File: src/rtl/rock_pool_mgr_pkg.sv
// Shared types and helpers for the rock pool: LFSR shape, direction-code mapping, FSM states.
package rocks_pkg;

    localparam int              LFSR_W    = 16;
    // Feedback taps at bit positions 15, 13, 12, 10 (x^16 + x^14 + x^13 + x^11 + 1)
    localparam logic [LFSR_W-1:0] LFSR_TAPS = 16'hB400;
    localparam int              DIR_W     = 3;

    typedef enum logic {IDLE, FIRE} pool_state_e;

    function automatic logic [DIR_W-1:0] dir_code(input logic [LFSR_W-1:0] q);
        return {q[2], q[1], ~q[1] | q[0]};
    endfunction

endpackage

File: src/rtl/rock_pool_mgr_if.sv
// Bus between the rock pool manager, the collision detector and the per-rock motion instances.
interface rock_pool_mgr_if import rocks_pkg::*; #(
    parameter int NUM_ROCKS = 10,
    parameter int COORD_W   = 10
);
    logic                 enable;
    logic [NUM_ROCKS-1:0] hit;
    logic [NUM_ROCKS-1:0] done;
    logic [NUM_ROCKS-1:0] fire;
    logic [COORD_W-1:0]   spawn_x;
    logic [COORD_W-1:0]   spawn_y;
    logic [DIR_W-1:0]     dir_x;
    logic [DIR_W-1:0]     dir_y;
    logic [NUM_ROCKS-1:0] in_use;
    logic [4:0]           active_cnt;
    logic                 pool_full;
    logic [15:0]          hit_cnt;

    modport master (
        output enable, hit, done,
        input  fire, spawn_x, spawn_y, dir_x, dir_y, in_use, active_cnt, pool_full, hit_cnt
    );

    modport slave (
        input  enable, hit, done,
        output fire, spawn_x, spawn_y, dir_x, dir_y, in_use, active_cnt, pool_full, hit_cnt
    );
endinterface

File: src/rtl/rock_pool_mgr_lfsr16.sv
// 16-bit Fibonacci LFSR that advances only while en is high; reloads SEED on reset.
module lfsr16 import rocks_pkg::*; #(
    parameter logic [LFSR_W-1:0] SEED = 16'hACE1
) (
    input  logic              clk60hz,
    input  logic              resetn,
    input  logic              en,
    output logic [LFSR_W-1:0] q
);

    always_ff @(posedge clk60hz) begin
        if (!resetn)
            q <= SEED;
        else if (en)
            q <= {q[LFSR_W-2:0], ^(q & LFSR_TAPS)};
    end

endmodule

File: src/rtl/rock_pool_mgr.sv
// Rock slot allocator: periodic spawn into the lowest free slot, one queued spawn when full,
// occupancy tracking from hit/done pulses, and a saturating hit counter.
module rock_pool_mgr import rocks_pkg::*; #(
    parameter int          NUM_ROCKS   = 10,
    parameter int          SPAWN_TICKS = 120,
    parameter int          COORD_W     = 10,
    parameter logic [15:0] SEED_X      = 16'hACE1,
    parameter logic [15:0] SEED_Y      = 16'h1D2B
) (
    input  logic           clk60hz,
    input  logic           resetn,
    rock_pool_mgr_if.slave bus
);

    localparam int TICK_W = $clog2(SPAWN_TICKS);

    typedef logic [NUM_ROCKS-1:0] slot_t;

    // Scanning downward lets the lowest free index overwrite any higher one.
    function automatic slot_t lowest_free(input slot_t used);
        slot_t sel;
        sel = '0;
        for (int i = NUM_ROCKS - 1; i >= 0; i--)
            if (!used[i]) sel = slot_t'(1) << i;
        return sel;
    endfunction

    function automatic logic [4:0] popcount(input slot_t v);
        logic [4:0] n;
        n = '0;
        for (int i = 0; i < NUM_ROCKS; i++)
            n = n + 5'(v[i]);
        return n;
    endfunction

    logic [TICK_W-1:0] tick_q;
    logic              pending_q;
    pool_state_e       state_q;
    slot_t             in_use_q;
    slot_t             fire_q;
    logic [4:0]        active_cnt_q;
    logic              pool_full_q;
    logic [15:0]       hit_cnt_q;

    logic              spawn_req;
    logic              go;
    slot_t             kept;
    slot_t             pick;
    slot_t             in_use_nx;
    logic [4:0]        n_hits;
    logic [16:0]       hit_sum;
    logic [LFSR_W-1:0] lfsr_x;
    logic [LFSR_W-1:0] lfsr_y;

    lfsr16 #(.SEED(SEED_X)) u_lfsr_x (.clk60hz(clk60hz), .resetn(resetn), .en(bus.enable), .q(lfsr_x));
    lfsr16 #(.SEED(SEED_Y)) u_lfsr_y (.clk60hz(clk60hz), .resetn(resetn), .en(bus.enable), .q(lfsr_y));

    assign spawn_req = bus.enable && (tick_q == TICK_W'(SPAWN_TICKS - 1));

    // Clears land before selection so a slot freed this cycle can be refired immediately.
    assign kept      = in_use_q & ~(bus.hit | bus.done);
    assign pick      = lowest_free(kept);
    assign go        = bus.enable && (state_q == IDLE) && (spawn_req || pending_q) && (kept != '1);
    assign in_use_nx = go ? (kept | pick) : kept;

    // Hits only count against slots that were occupied going into this cycle.
    assign n_hits    = popcount(bus.hit & in_use_q);
    assign hit_sum   = {1'b0, hit_cnt_q} + 17'(n_hits);

    always_ff @(posedge clk60hz) begin
        if (!resetn) begin
            tick_q       <= '0;
            pending_q    <= 1'b0;
            state_q      <= IDLE;
            in_use_q     <= '0;
            fire_q       <= '0;
            active_cnt_q <= '0;
            pool_full_q  <= 1'b0;
            hit_cnt_q    <= '0;
        end else begin
            if (bus.enable)
                tick_q <= spawn_req ? '0 : tick_q + 1'b1;

            case (state_q)
                IDLE:    state_q <= go ? FIRE : IDLE;
                default: state_q <= IDLE;
            endcase

            fire_q       <= go ? pick : '0;
            in_use_q     <= in_use_nx;
            active_cnt_q <= popcount(in_use_nx);
            pool_full_q  <= (in_use_nx == '1);

            // One request can wait; further requests while waiting are dropped.
            if (go)
                pending_q <= 1'b0;
            else if (spawn_req)
                pending_q <= 1'b1;

            hit_cnt_q <= hit_sum[16] ? 16'hFFFF : hit_sum[15:0];
        end
    end

    assign bus.fire       = fire_q;
    assign bus.in_use     = in_use_q;
    assign bus.active_cnt = active_cnt_q;
    assign bus.pool_full  = pool_full_q;
    assign bus.hit_cnt    = hit_cnt_q;
    assign bus.spawn_x    = lfsr_x[COORD_W-1:0];
    assign bus.spawn_y    = lfsr_y[COORD_W-1:0];
    assign bus.dir_x      = dir_code(lfsr_x);
    assign bus.dir_y      = dir_code(lfsr_y);

endmodule
File: src/flat_wrapper.sv
// flat-port wrapper written by rule: the top's interface ports become plain ports
module rock_pool_mgr_flat import rocks_pkg::*;
#(
    parameter int          NUM_ROCKS   = 10,
    parameter int          SPAWN_TICKS = 120,
    parameter int          COORD_W     = 10,
    parameter logic [15:0] SEED_X      = 16'hACE1,
    parameter logic [15:0] SEED_Y      = 16'h1D2B
)
  (clk60hz, resetn, bus_enable, bus_hit, bus_done, bus_fire, bus_spawn_x, bus_spawn_y, bus_dir_x, bus_dir_y, bus_in_use, bus_active_cnt, bus_pool_full, bus_hit_cnt);
  rock_pool_mgr_if #(.NUM_ROCKS(NUM_ROCKS), .COORD_W(COORD_W)) bus_i ();
  input  logic clk60hz;
  input  logic resetn;
  input wire logic [$bits(bus_i.enable)-1:0] bus_enable;
  input wire logic [$bits(bus_i.hit)-1:0] bus_hit;
  input wire logic [$bits(bus_i.done)-1:0] bus_done;
  output wire logic [$bits(bus_i.fire)-1:0] bus_fire;
  output wire logic [$bits(bus_i.spawn_x)-1:0] bus_spawn_x;
  output wire logic [$bits(bus_i.spawn_y)-1:0] bus_spawn_y;
  output wire logic [$bits(bus_i.dir_x)-1:0] bus_dir_x;
  output wire logic [$bits(bus_i.dir_y)-1:0] bus_dir_y;
  output wire logic [$bits(bus_i.in_use)-1:0] bus_in_use;
  output wire logic [$bits(bus_i.active_cnt)-1:0] bus_active_cnt;
  output wire logic [$bits(bus_i.pool_full)-1:0] bus_pool_full;
  output wire logic [$bits(bus_i.hit_cnt)-1:0] bus_hit_cnt;
  assign bus_i.enable = bus_enable;
  assign bus_i.hit = bus_hit;
  assign bus_i.done = bus_done;
  assign bus_fire = bus_i.fire;
  assign bus_spawn_x = bus_i.spawn_x;
  assign bus_spawn_y = bus_i.spawn_y;
  assign bus_dir_x = bus_i.dir_x;
  assign bus_dir_y = bus_i.dir_y;
  assign bus_in_use = bus_i.in_use;
  assign bus_active_cnt = bus_i.active_cnt;
  assign bus_pool_full = bus_i.pool_full;
  assign bus_hit_cnt = bus_i.hit_cnt;
  rock_pool_mgr #(.NUM_ROCKS(NUM_ROCKS), .SPAWN_TICKS(SPAWN_TICKS), .COORD_W(COORD_W), .SEED_X(SEED_X), .SEED_Y(SEED_Y)) u_core (.clk60hz(clk60hz), .resetn(resetn), .bus(bus_i));
endmodule
File: config.mk
export PLATFORM = sky130hd
export DESIGN_NAME = rock_pool_mgr_flat
export DESIGN_NICKNAME = d
export VERILOG_FILES = /design/src/rtl/rock_pool_mgr_pkg.sv /design/src/rtl/rock_pool_mgr_if.sv /design/src/rtl/rock_pool_mgr_lfsr16.sv /design/src/rtl/rock_pool_mgr.sv /design/src/flat_wrapper.sv
export SDC_FILE = /design/constraint.sdc
export NUM_CORES = 1
export LEC_CHECK = 0
export ABC_CLOCK_PERIOD_IN_PS = 8050
export CAP_MARGIN = 10
export CELL_PAD_IN_SITES_DETAIL_PLACEMENT = 0
export CELL_PAD_IN_SITES_GLOBAL_PLACEMENT = 1
export CORE_UTILIZATION = 38
export DETAILED_ROUTE_END_ITERATION = 6
export HOLD_SLACK_MARGIN = 0.02
export PLACE_DENSITY = 0.83
export SETUP_SLACK_MARGIN = 0.3
export SKIP_CTS_REPAIR_TIMING = 1
export SYNTH_ARGS = -nofsm -noshare
export SYNTH_HDL_FRONTEND = slang
export SYNTH_SLANG_ARGS = --single-unit
File: constraint.sdc
create_clock -name clk60hz -period 8.05 [get_ports clk60hz]
set_input_delay 1.61 -clock clk60hz [delete_from_list [all_inputs] [get_ports clk60hz]]
set_output_delay 1.61 -clock clk60hz [all_outputs]
set_load 0.005 [all_outputs]
==> results.cfg <==
[status]
status = finished, final reports clean

[setup_path]
path_cells = clkdlybuf4s50_1, and2_1, ha_1, inv_1, fa_1, fa_1, inv_1, fa_1, fa_1, inv_1, fa_1, fa_1, nor2b_1, o21a_1, o211ai_1, or3_1, a21oi_1
r2r-end = u_core.bus.hit_cnt[7]
cp_common_cell = fa_1
crit_arrival_ns = 6.90
slowest_delay_ns = 0.64
cp_slowest_cell = or3_1
crit_required_ns = 8.33
r2r_cells = 16
crit_path_max_fanout = 13
start_kind = primary input
cp-startpoint = bus_hit[1]
r2r-start = u_core.bus.in_use[0]
rrSetupSlack_ns = 2.79
critPathCaptureType = flop
crit_type = in -> reg

[synthesis]
ys_seq_elements = 82
ys_types = 52
netlist_top_cells_count = dfxtp_1, nand2_1, nor2_1
synth_largest_area_cell = dfxtp_1
synth_top_family_by_area = simple AND/OR/NAND/NOR gates
synth_compound_area_share_pct = 6.97
synth_top_area_share_pct = 39.8
synth-xor-area-share_pct = 5.09
synth-edff-count = 0
synthTopCellsByArea = dfxtp_1, mux2i_1, fa_1, buf_4, ha_1
syn_area_mm2 = 0.00413
ys_warn_count = 0
synthArstFlopShare_pct = 0
synthMuxAreaShare_pct = 7.76
ys_seq_area_share_pct = 39.8
syn-num-nets = 489
netlist_instances = 438
synthAdderAreaFrac_pct = 10.9
syn_area_per_cell_um2 = 9.42
yosys.area_share.simple_pct = 21.1
ys.flop_type = dfxtp_1
yosysMostFrequentCell = dfxtp_1

[global_routing]
grt_max_degree = 43
grt_first_pass_wirelength_um = 14500
grt_busiest_layer = met2
grtUsageMet1_pct = 20.8
grtUsageMet3_pct = 2.08
antenna_found_initial = 0
grtUsageMet2_pct = 27.1
grt_overflow_total = 0
grt_use_total_pct = 16.1
grt_pass1_vias = 3049

[final_layout]
drive_above_1_share_pct = 6.55
nets = 550
syn2layout_area_growth_pct = 24.7
fillers = 978
insertedDiodeCount = 0

[timing]
maxClockFrequency_mhz = 151
layout_min_cycle_time_ns = 6.62
skew_ns = 0.0174
rsz0062_at_grt = false
maxSlewHeadroom_pct = 40.2
tightest_slew_ns = 0.896
holdWs_ns = 0.478
period_share_pct = 82.3
fin_setup_tns_ns = 0
final_hold_viol_count = 0
setup_viol = 0
drv_slew = 0

[pwr]
power_density_mw_per_mm2 = 154
peakVddDrop_mv = 0.0758
p_leak_nw = 2.10

[worst_hold_path]
hp-start = u_core.u_lfsr_y.q[11]
hold_path_class = reg -> reg
hold_depth = 2
min_to = u_core.u_lfsr_y.q[12]

[place]
place_congestion = 0.809
place.detailed.hpwl_um = 6590
port_buffers = 89

[die]
die_y_um = 106
die_area_mm2 = 0.0113
rows = 37
fp.dieW_um = 106
core_area_mm2 = 0.0104
initial_core_util_pct = 39.6
io_pins = 91

[detailed_routing]
routed_wl_um = 8600
ant_nets = 0
drt-initial-drc-count = 147
viasPerCell = 4.85
drt_pass1_iterations = 4
routedWlPerCell_um = 13.4
routed-via-count = 3103
drc = 0

[clock_network]
cts_sinks = 82
clock_latency_ns = 0.34
path_clk_slew_ns = 0.09
cts_tree = yes
cts_buffers = 9
root_buffer = clkbuf_8
htreeDepth = 3
cts.path.max_buffers = 2

[run]
cap_violations = 0
[how the worst max path moves through the flow]
stage / endpoint / slack (ns) / depth (start not counted)
detailed placement: u_core.bus.hit_cnt[7] / 1.04 / 17
global route: u_core.bus.hit_cnt[4] / 1.16 / 17
global placement: u_core.bus.hit_cnt[1] / 1.16 / 17
CTS: u_core.bus.hit_cnt[7] / 1.42 / 17
floorplan: u_core.bus.hit_cnt[10] / 1.79 / 17
finish: u_core.bus.hit_cnt[7] / 1.43 / 17
[metal layers]
layer,vias to the layer above,routed length [µm]
li1,1559,-
met1,1474,3990
met2,59,4190
met3,11,281
met4,0,129
met5,-,0
[metrics by stage]
step / area, µm² / total power, mW / cells / worst slack [ns] / util [%]
after global placement: 4940 / 0.503 / 624 / 1.16 / 47.5
after global routing: 5150 / 0.829 / 640 / 1.16 / 49.4
after CTS: 5150 / 0.804 / 640 / 1.42 / 49.4
final: 5150 / 0.793 / 640 / 1.43 / 49.4
after floorplan: 4130 / 0.479 / 438 / 1.79 / -
after detailed placement: 4940 / 0.504 / 624 / 1.04 / 47.5
[power breakdown]
group | total [mW] | leakage [nW] | internal (mW) | switching, mW
clock | 0.299 | 0.0950 | 0.147 | 0.152
sequential | 0.427 | 0.668 | 0.417 | 0.00977
combinational | 0.0665 | 1.34 | 0.0404 | 0.0261
[cells in the final DEF (no fill, tap or decap), types with 15 or more instances in the layout]
cell / n
and2_1: 15
nand2_1: 43
a21oi_1: 24
clkdlybuf4s50_1: 88
ha_1: 15
dfxtp_1: 82
mux2i_1: 32
inv_1: 20
nor2_1: 37
[flip-flops by register name, summed over array words and instances (netlist names), 4 cells and up]
register,flops
u_core.u_lfsr_y.q,16
u_core.bus.in_use,10
u_core.bus.active_cnt,4
u_core.tick_q,7
u_core.u_lfsr_x.q,16
u_core.bus.fire,10
u_core.bus.hit_cnt,16
[cell type report]
type	instances	area (µm²)	area share, %
inverter	22	82.6	1.60
multi-input combinational	292	2140	41.6
tap	136	170	3.31
clock buffer	10	128	2.48
timing repair buffer	92	908	17.7
sequential	82	1640	31.9
clock inverter	6	73.8	1.43
[worst max-delay path: cells and delay by family]
family	cells	cell delay [ns]
AOI/OAI and AO/OA	3	0.53
adders and majority gates	7	3.22
buffers and inverters	4	0.61
and+or+nand+nor	3	0.94
[kinds of logic (layout without fill, tap and decap cells)]
logic type | after synthesis | in the layout
buffers and inverters | 64 | 130
adder cells (fa/ha/maj) | 28 | 28
XOR/XNOR | 24 | 24
AO/OA/AOI/OAI | 45 | 45
flip-flops | 82 | 82
AND/OR/NAND/NOR | 162 | 162
other | 1 | 1
multiplexers | 32 | 32
No activity file was read; power rests on OpenSTA's default activity.
